--- config.mk ---
export PLATFORM = sky130hd
export DESIGN_NAME = dac_segment_decoder
export DESIGN_NICKNAME = d
export VERILOG_FILES = /design/src/rtl/dac_pkg.sv /design/src/rtl/dac_dwa_rotator.sv /design/src/rtl/dac_segment_decoder.sv
export SDC_FILE = /design/constraint.sdc
export NUM_CORES = 1
export LEC_CHECK = 0
export ABC_AREA = 1
export CORE_ASPECT_RATIO = 1.1
export CORE_UTILIZATION = 60
export CTS_BUF_LIST = sky130_fd_sc_hd__clkbuf_2 sky130_fd_sc_hd__clkbuf_4 sky130_fd_sc_hd__clkbuf_8
export DETAILED_ROUTE_END_ITERATION = 8
export PLACE_DENSITY = 0.77
export SYNTH_ARGS = -nofsm -noshare
export SYNTH_HDL_FRONTEND = slang
export SYNTH_SLANG_ARGS = --single-unit
--- constraint.sdc ---
create_clock -name clk -period 3.6 [get_ports clk]
set_input_delay 1.08 -clock clk [delete_from_list [all_inputs] [get_ports clk]]
set_output_delay 1.08 -clock clk [all_outputs]
set_load 0.01 [all_outputs]
--- src/rtl/dac_pkg.sv ---
// dac_pkg: shared sizes, power-state encoding and unary clamp for the segmented DAC decoder
package dac_pkg;
  localparam int NUM_THERM = 17;
  localparam int BIN_W     = 6;
  localparam int CODE_W    = 11;
  localparam int M_W       = CODE_W - BIN_W;
  typedef enum logic [1:0] {OFF, SETTLE, RUN} dac_pwr_state_e;
  // The spare unary cell caps the reachable count at NUM_THERM-1.
  function automatic logic [M_W-1:0] sat_unary(input logic [M_W-1:0] m);
    return (m > M_W'(NUM_THERM - 1)) ? M_W'(NUM_THERM - 1) : m;
  endfunction
endpackage

--- src/rtl/dac_dwa_rotator.sv ---
// dac_dwa_rotator: m-cell wide unary mask starting at ptr, wrapping modulo NUM_THERM
module dac_dwa_rotator
  import dac_pkg::*;
(
  input  logic [M_W-1:0]       m,
  input  logic [M_W-1:0]       ptr,
  output logic [NUM_THERM-1:0] mask,
  output logic [M_W-1:0]       ptr_next
);
  logic [5:0] sum;
  assign sum      = {1'b0, ptr} + {1'b0, m};
  assign ptr_next = (sum >= 6'(NUM_THERM)) ? M_W'(sum - 6'(NUM_THERM)) : sum[M_W-1:0];
  for (genvar i = 0; i < NUM_THERM; i++) begin : g_cell
    logic [5:0] off;
    // Distance of cell i past ptr around the ring; the cell is on when it falls inside m.
    assign off     = 6'(i) + 6'(NUM_THERM) - {1'b0, ptr};
    assign mask[i] = ((off >= 6'(NUM_THERM)) ? off - 6'(NUM_THERM) : off) < {1'b0, m};
  end
endmodule

--- src/rtl/dac_segment_decoder.sv ---
// dac_segment_decoder: binary code to rotated unary + binary cell selects, gated by power-up sequencing
module dac_segment_decoder
  import dac_pkg::*;
#(
  parameter int SETTLE_CYC = 64
) (
  input  logic                 clk,
  input  logic                 rstb,
  input  logic                 pdb,
  input  logic                 dem_ena,
  input  logic                 red_ena,
  input  logic [CODE_W-1:0]    code,
  input  logic                 code_valid,
  output logic                 code_ready,
  output logic [NUM_THERM-1:0] therm_sel,
  output logic [BIN_W-1:0]     bin_sel,
  output logic                 bin_red_sel,
  output logic                 sat,
  output logic                 settled
);
  dac_pwr_state_e       state, state_nxt;
  logic [9:0]           cnt;
  logic [M_W-1:0]       ptr, ptr_nxt, m_raw, m;
  logic                 over, accept;
  logic [BIN_W-1:0]     bin;
  logic [NUM_THERM-1:0] mask;

  assign code_ready = (state == RUN);
  assign settled    = (state == RUN);
  assign accept     = code_valid && code_ready;
  assign m_raw      = code[CODE_W-1:BIN_W];
  assign m          = sat_unary(m_raw);
  assign over       = m_raw > M_W'(NUM_THERM - 1);
  assign bin        = over ? '1 : code[BIN_W-1:0];

  // Fixed fill is the same ring walk anchored at cell 0.
  dac_dwa_rotator u_rot (
    .m        (m),
    .ptr      (dem_ena ? ptr : '0),
    .mask     (mask),
    .ptr_next (ptr_nxt)
  );

  always_comb begin
    state_nxt = !pdb ? OFF :
                (state == OFF) ? SETTLE :
                (state == SETTLE && cnt == 10'(SETTLE_CYC - 1)) ? RUN : state;
  end

  always_ff @(posedge clk or negedge rstb) begin
    if (!rstb) begin
      state <= OFF;
      cnt   <= '0;
    end else begin
      state <= state_nxt;
      cnt   <= (state == SETTLE && pdb) ? cnt + 10'd1 : '0;
    end
  end

  always_ff @(posedge clk or negedge rstb) begin
    if (!rstb) begin
      therm_sel   <= '0;
      bin_sel     <= '0;
      bin_red_sel <= 1'b0;
      sat         <= 1'b0;
      ptr         <= '0;
    end else if (!pdb) begin
      therm_sel   <= '0;
      bin_sel     <= '0;
      bin_red_sel <= 1'b0;
      sat         <= 1'b0;
      ptr         <= '0;
    end else if (accept) begin
      therm_sel   <= mask;
      bin_sel     <= bin;
      bin_red_sel <= bin[0] & red_ena;
      sat         <= over;
      if (dem_ena) ptr <= ptr_nxt;
    end
  end
endmodule

# Word level (Yosys, flattened, before mapping)
# Cells that the tools add are included.
dict set report totals {
  input_bits 17
  register_bits 42
  out_inout_bits 27
}
dict set report classes {
  addsub 37
  magnitude_cmp 36
  eq_ne 6
  reduce_logical 5
  bitwise 1
  mux 36
}
# operator n
set ops {}
lappend ops {{$mux 6} 20}
lappend ops {{$ge 6x5->1 const B} 18}
lappend ops {{$lt 6x5->1} 17}
lappend ops {{$sub 6x5->6 const B} 17}
lappend ops {{$sub 5x5->6 const A} 15}
lappend ops {{$mux 17} 2}
lappend ops {{$mux 5} 6}
lappend ops {{$sub 6x5->6 const A} 2}
lappend ops {{$add 10x1->10 const B} 1}
lappend ops {{$eq 10x6->1 const B} 1}
lappend ops {{$mux 10} 1}
lappend ops {{$add 5x5->6} 1}
lappend ops {{$mux 2} 3}
lappend ops {{$gt 5x5->1 const B} 1}
lappend ops {{$sub 5x5->5 const B} 1}
lappend ops {{$mux 1} 4}
lappend ops {{$ne 2x1->1 const B} 2}
lappend ops {{$logic_and 1x1->1} 3}
lappend ops {{$ne 3x1->1 const B} 1}
lappend ops {{$eq 2x1->1 const B} 1}
lappend ops {{$eq 2x2->1 const B} 1}
lappend ops {{$logic_not 2->1} 1}
lappend ops {{$reduce_and 2->1} 1}
lappend ops {{$and 1x1->1} 1}

# Longest topological paths before layout
dict set report logic_depth {
  depth_word 8
  ltp_mapped 21
  ltp_nobuf 19
}

# By module
# From an unflattened synthesis, not the netlist that was laid out.
dict set report unflattened {
  hier_cells 1025
  area_unflattened_um2 6563.8
}
# mod cells_per_inst seq_area_each_um2 n_inst area_each_um2
set modules_own_cells {}
lappend modules_own_cells {dac_dwa_rotator 795 0.0 1 4700.8}
lappend modules_own_cells {dac_segment_decoder 230 1051.0 1 1863.0}

# Least setup slack after synthesis
# No wires, ideal clock.
dict set report synth_timing {
  path_type {input port to flip-flop}
  from {input port dem_ena}
  to {register therm_sel[4]}
  stages 18
  t_arrival_ps 3517
  required_ps 3481
  slack_ps -36
  path_buffers 3
  cell_sequence {buf_12 nand2_4 buf_6 clkbuf_1 inv_1 ha_1 xor2_1 nand2_1 nand3_2 nand2_2 nand2_1 o21ai_0 ha_1 a21oi_1 o211ai_1 inv_1 nand4_1 nand2_1}
}
dict set report synth_via {
  elab_chain_cells 7
  elab_cells_between_ends 8
  classes_between {add/sub (2); order compare (2); mux (4)}
}
# element line
set synth_rtl {}
lappend synth_rtl {{from (decl)} dac_segment_decoder.sv:10} ;# input logic dem_ena,
lappend synth_rtl {{$mux 5 (*)} dac_segment_decoder.sv:39} ;# .ptr (dem_ena ? ptr : '0),
lappend synth_rtl {{$sub 5x5->6 (*)} dac_dwa_rotator.sv:16} ;# assign off = 6'(i) + 6'(NUM_THERM) - {1'b0, ptr};
lappend synth_rtl {{$sub 6x5->6 / $ge 6x5->1 (equally long branches)} dac_dwa_rotator.sv:17} ;# assign mask[i] = ((off >= 6'(NUM_THERM)) ? off - 6'(NUM_THERM) : off) < {1'b0, m};
lappend synth_rtl {{$mux 6 (*)} dac_dwa_rotator.sv:17}
lappend synth_rtl {{$lt 6x5->1 (*)} dac_dwa_rotator.sv:17}
lappend synth_rtl {{$mux 17 (*)} dac_segment_decoder.sv:73} ;# end else if (accept) begin
lappend synth_rtl {{$mux 17 (*)} dac_segment_decoder.sv:67} ;# end else if (!pdb) begin
lappend synth_rtl {{to (signal assigned)} dac_segment_decoder.sv:74} ;# therm_sel <= mask;
lappend synth_rtl {{to (decl)} dac_segment_decoder.sv:15} ;# output logic [NUM_THERM-1:0] therm_sel,
# Every way passes the cells marked *; elsewhere a longest branch is shown, timed or not. The select of a mux whose other input is x is not followed.
# A chain may end at the register's enable or synchronous reset.

# Worst setup path after layout
dict set report layout_timing {
  from {input port dem_ena}
  to {register therm_sel[6]}
}
# The elaborated chain is that of the path after synthesis.

==> out/metrics.yaml <==
grt_use_met3: 0.0423
worstHoldPathType: "flop to flop"
multi_input_area_mm2: 0.00490
row_count: 39
drt_pre_antenna_iters: 5
stdcell_area_mm2: 0.00880
synth_edf_count: 0
grt-ovfl-total: 0
pre_cts_slack_ns: -0.341
grt_max_degree: 43
synth_seq_area_share: 0.158
cp.required_ns: 3.86
ys_top_cells_by_count: "nand2_1 (352), inv_1 (147), ha_1 (89), nand3_1 (89), nor2_1 (74)"
fin_crit_sh: 0.893
die_y_um: 112
syn-num-nets: 1187
period_needed_ns: 3.22
crit_fanout: 10
ys_ff_latch: 42
hold_viol: 0
worstSetupStartpointType: "input pin"
endpoint: "therm_sel[6]"
io_buffers: 43
syn2layout_area_growth_pct: 32.4
worst_slack_ns: 0.384
rr_endpoint: "therm_sel[3]"
die_x_um: 102
yosysTopAreaCellShare: 0.199
core_area_mm2: 0.0106
syn_area_mm2: 0.00665
start_util: 0.628
drtIter0Drc: 576
avgRoutedWirePerCell_um: 14.5
clockBufferDepth: 2
drive_gt1_frac: 0.218
r2r-start: "ptr[3]"
cts_tree: "done"
power.density_mw_per_mm2: 139
leakagePower_nw: 4.95
final_max_slew_viol_count: 0
cts-root-buf: "clkbuf_8"
drc: 0
syn_avg_cell_area_um2: 6.15
reg2reg_depth: 18
postCtsSetupRepairBufs: 0
drt_wl_total_um: 21000
worstPathArrival_ns: 3.48
cts.sink_count: 42
synth.most_common_cell: "nand2_1"
groute.usage.overall: 0.379
num_vias: 7823
place_hpwl_um: 16200
yosys.area.top_type: "nand2_1"
startpoint: "dem_ena"
grt_pass1_vias: 7365
h-tree-depth: 2
nNetsFinal: 1408
regArea_mm2: 0.00105
fmax_mhz: 311
final.fill_count: 782
status: "finished clean"
reg2reg_setup_slack_ns: 0.74
grt_first_pass_wirelength_um: 34300
crit_path_end_kind: "flop"
critPathKind: "input pin to flop"
clock_skew_ns: 0.0185
synthArstFlopShare: 1.00
ys_types: 46
synthTopCellsByArea: "nand2_1 (20%), ha_1 (17%), dfrtp_1 (16%)"
dpl_cell_area_mm2: 0.00862
worstSkewPairLatency_ns: 0.32
setup_violations: 0
rsz0062_at_grt: "no"
relSlewSlack: 0.250
tns_ns: 0
fp.dieArea_mm2: 0.0115
synthCells: 1081
layout.cells.non_filler: 1446
numCtsBuffers: 5
grt_busiest_layer: "met2"
antenna_found_initial: 0
synthFlopType: "dfrtp_1"
io_pins: 44
dp_cells: 1438
worst_slew_pin_slew_ns: 1.12
cap_violations: 0
ant_nets: 0
place_congestion: 0.974
irDropWorstVdd_v: 0.000135
clk_pin_slew_ns: 0.11
use_met1: 0.477
num_antenna_cells: 0
gr-usage-met2: 0.657
yosysWarnings: 0
vias_per_cell: 5.41
cells in the final DEF, fill, tap and decap left out, types with 6 or more instances in the layout:
cell type        count
a21oi_1             39
buf_4              190
clkdlybuf4s50_1     41
dfrtp_1             42
ha_1                82
ha_2                 6
inv_1              146
inv_2                7
nand2_1            349
nand2_2             24
nand3_1             89
nand3_2              7
nand4_1             22
nor2_1              73
o211ai_1            14
o21ai_0             69
o21ai_1             12
xor2_1              10
flip-flops by register name (all words and copies together), names as in the netlist:
register / count
therm_sel: 17
cnt: 10
bin_sel: 6
ptr: 5
state: 2
bin_red_sel: 1
sat: 1
worst max-delay path, cell delays in order:
cell and delay [ns]:
dlymetal6s2s_1 0.15, buf_12 0.16, buf_12 0.14, nand2_8 0.07, buf_4 0.22, nand2_1 0.11, nand2_1 0.07, nand2_1 0.11
nand2_2 0.13, buf_4 0.12, inv_1 0.03, nand2_1 0.06, o21ai_0 0.09, ha_1 0.31, a21oi_1 0.17, o211ai_1 0.13
a21oi_1 0.15, nand3_1 0.09, nand2_1 0.09
metal layers:
layer  vias up  wire length (µm)  share of wire
li1       3947                 -              -
met1      3533              8980           0.43
met2       290             10000           0.48
met3        53              1390          0.066
met4         0               567          0.027
met5         -                 0              0
power breakdown:
group	internal, W	switching [W]	leakage [nW]
clock network	0.000209	0.000217	0.0585
logic	0.000129	0.000167	4.33
registers	0.000490	0.0000102	0.565
total	0.000828	0.000394	4.95
cell families after synthesis:
group                    count (synthesis)  synth area share
AND/OR/NAND/NOR                        597             0.402
buffers and inverters                  182             0.115
AO/OA/AOI/OAI                          153             0.130
adder cells (fa/ha/maj)                 89             0.168
flip-flops                              42             0.158
XOR/XNOR                                18            0.0271
layout make-up:
class / count / area share
Inverter: 158 / 0.0691
Tap cell: 143 / 0.0203
Timing Repair Buffer: 238 / 0.221
Multi-Input combinational cell: 857 / 0.557
Sequential cell: 42 / 0.119
Clock buffer: 5 / 0.00782
Clock inverter: 3 / 0.00498
stage by stage:
stage | util | hold slack [ns] | total power (W)
finish | 0.831 | 0.485 | 0.00122
CTS | 0.825 | 0.491 | 0.00122
detailed placement | 0.814 | 0.465 | 0.000802
global placement | 0.814 | 0.448 | 0.000790
global route | 0.831 | 0.515 | 0.00128
floorplan | - | 0.433 | 0.000672
what timing repair did:
| action | CTS | global route |
|---|---|---|
| pin swaps | 0 | 2 |
| hold buffers | 0 | 0 |
| resized for setup | 1 | 20 |
| setup endpoints to repair | 1 | 17 |
worst min path at each step:
stage                    to  slack [ns]  cells past startpoint    startpoint
2_1_floorplan        cnt[0]        0.43                      1        cnt[0]
3_3_place_gp         cnt[0]        0.45                      1        cnt[0]
3_5_place_dp   therm_sel[9]        0.46                      2  therm_sel[9]
4_1_cts              cnt[0]        0.49                      1        cnt[0]
5_1_grt              cnt[0]        0.51                      1        cnt[0]
6_report             cnt[0]        0.48                      1        cnt[0]
No activity file was read; power rests on OpenSTA's default activity.
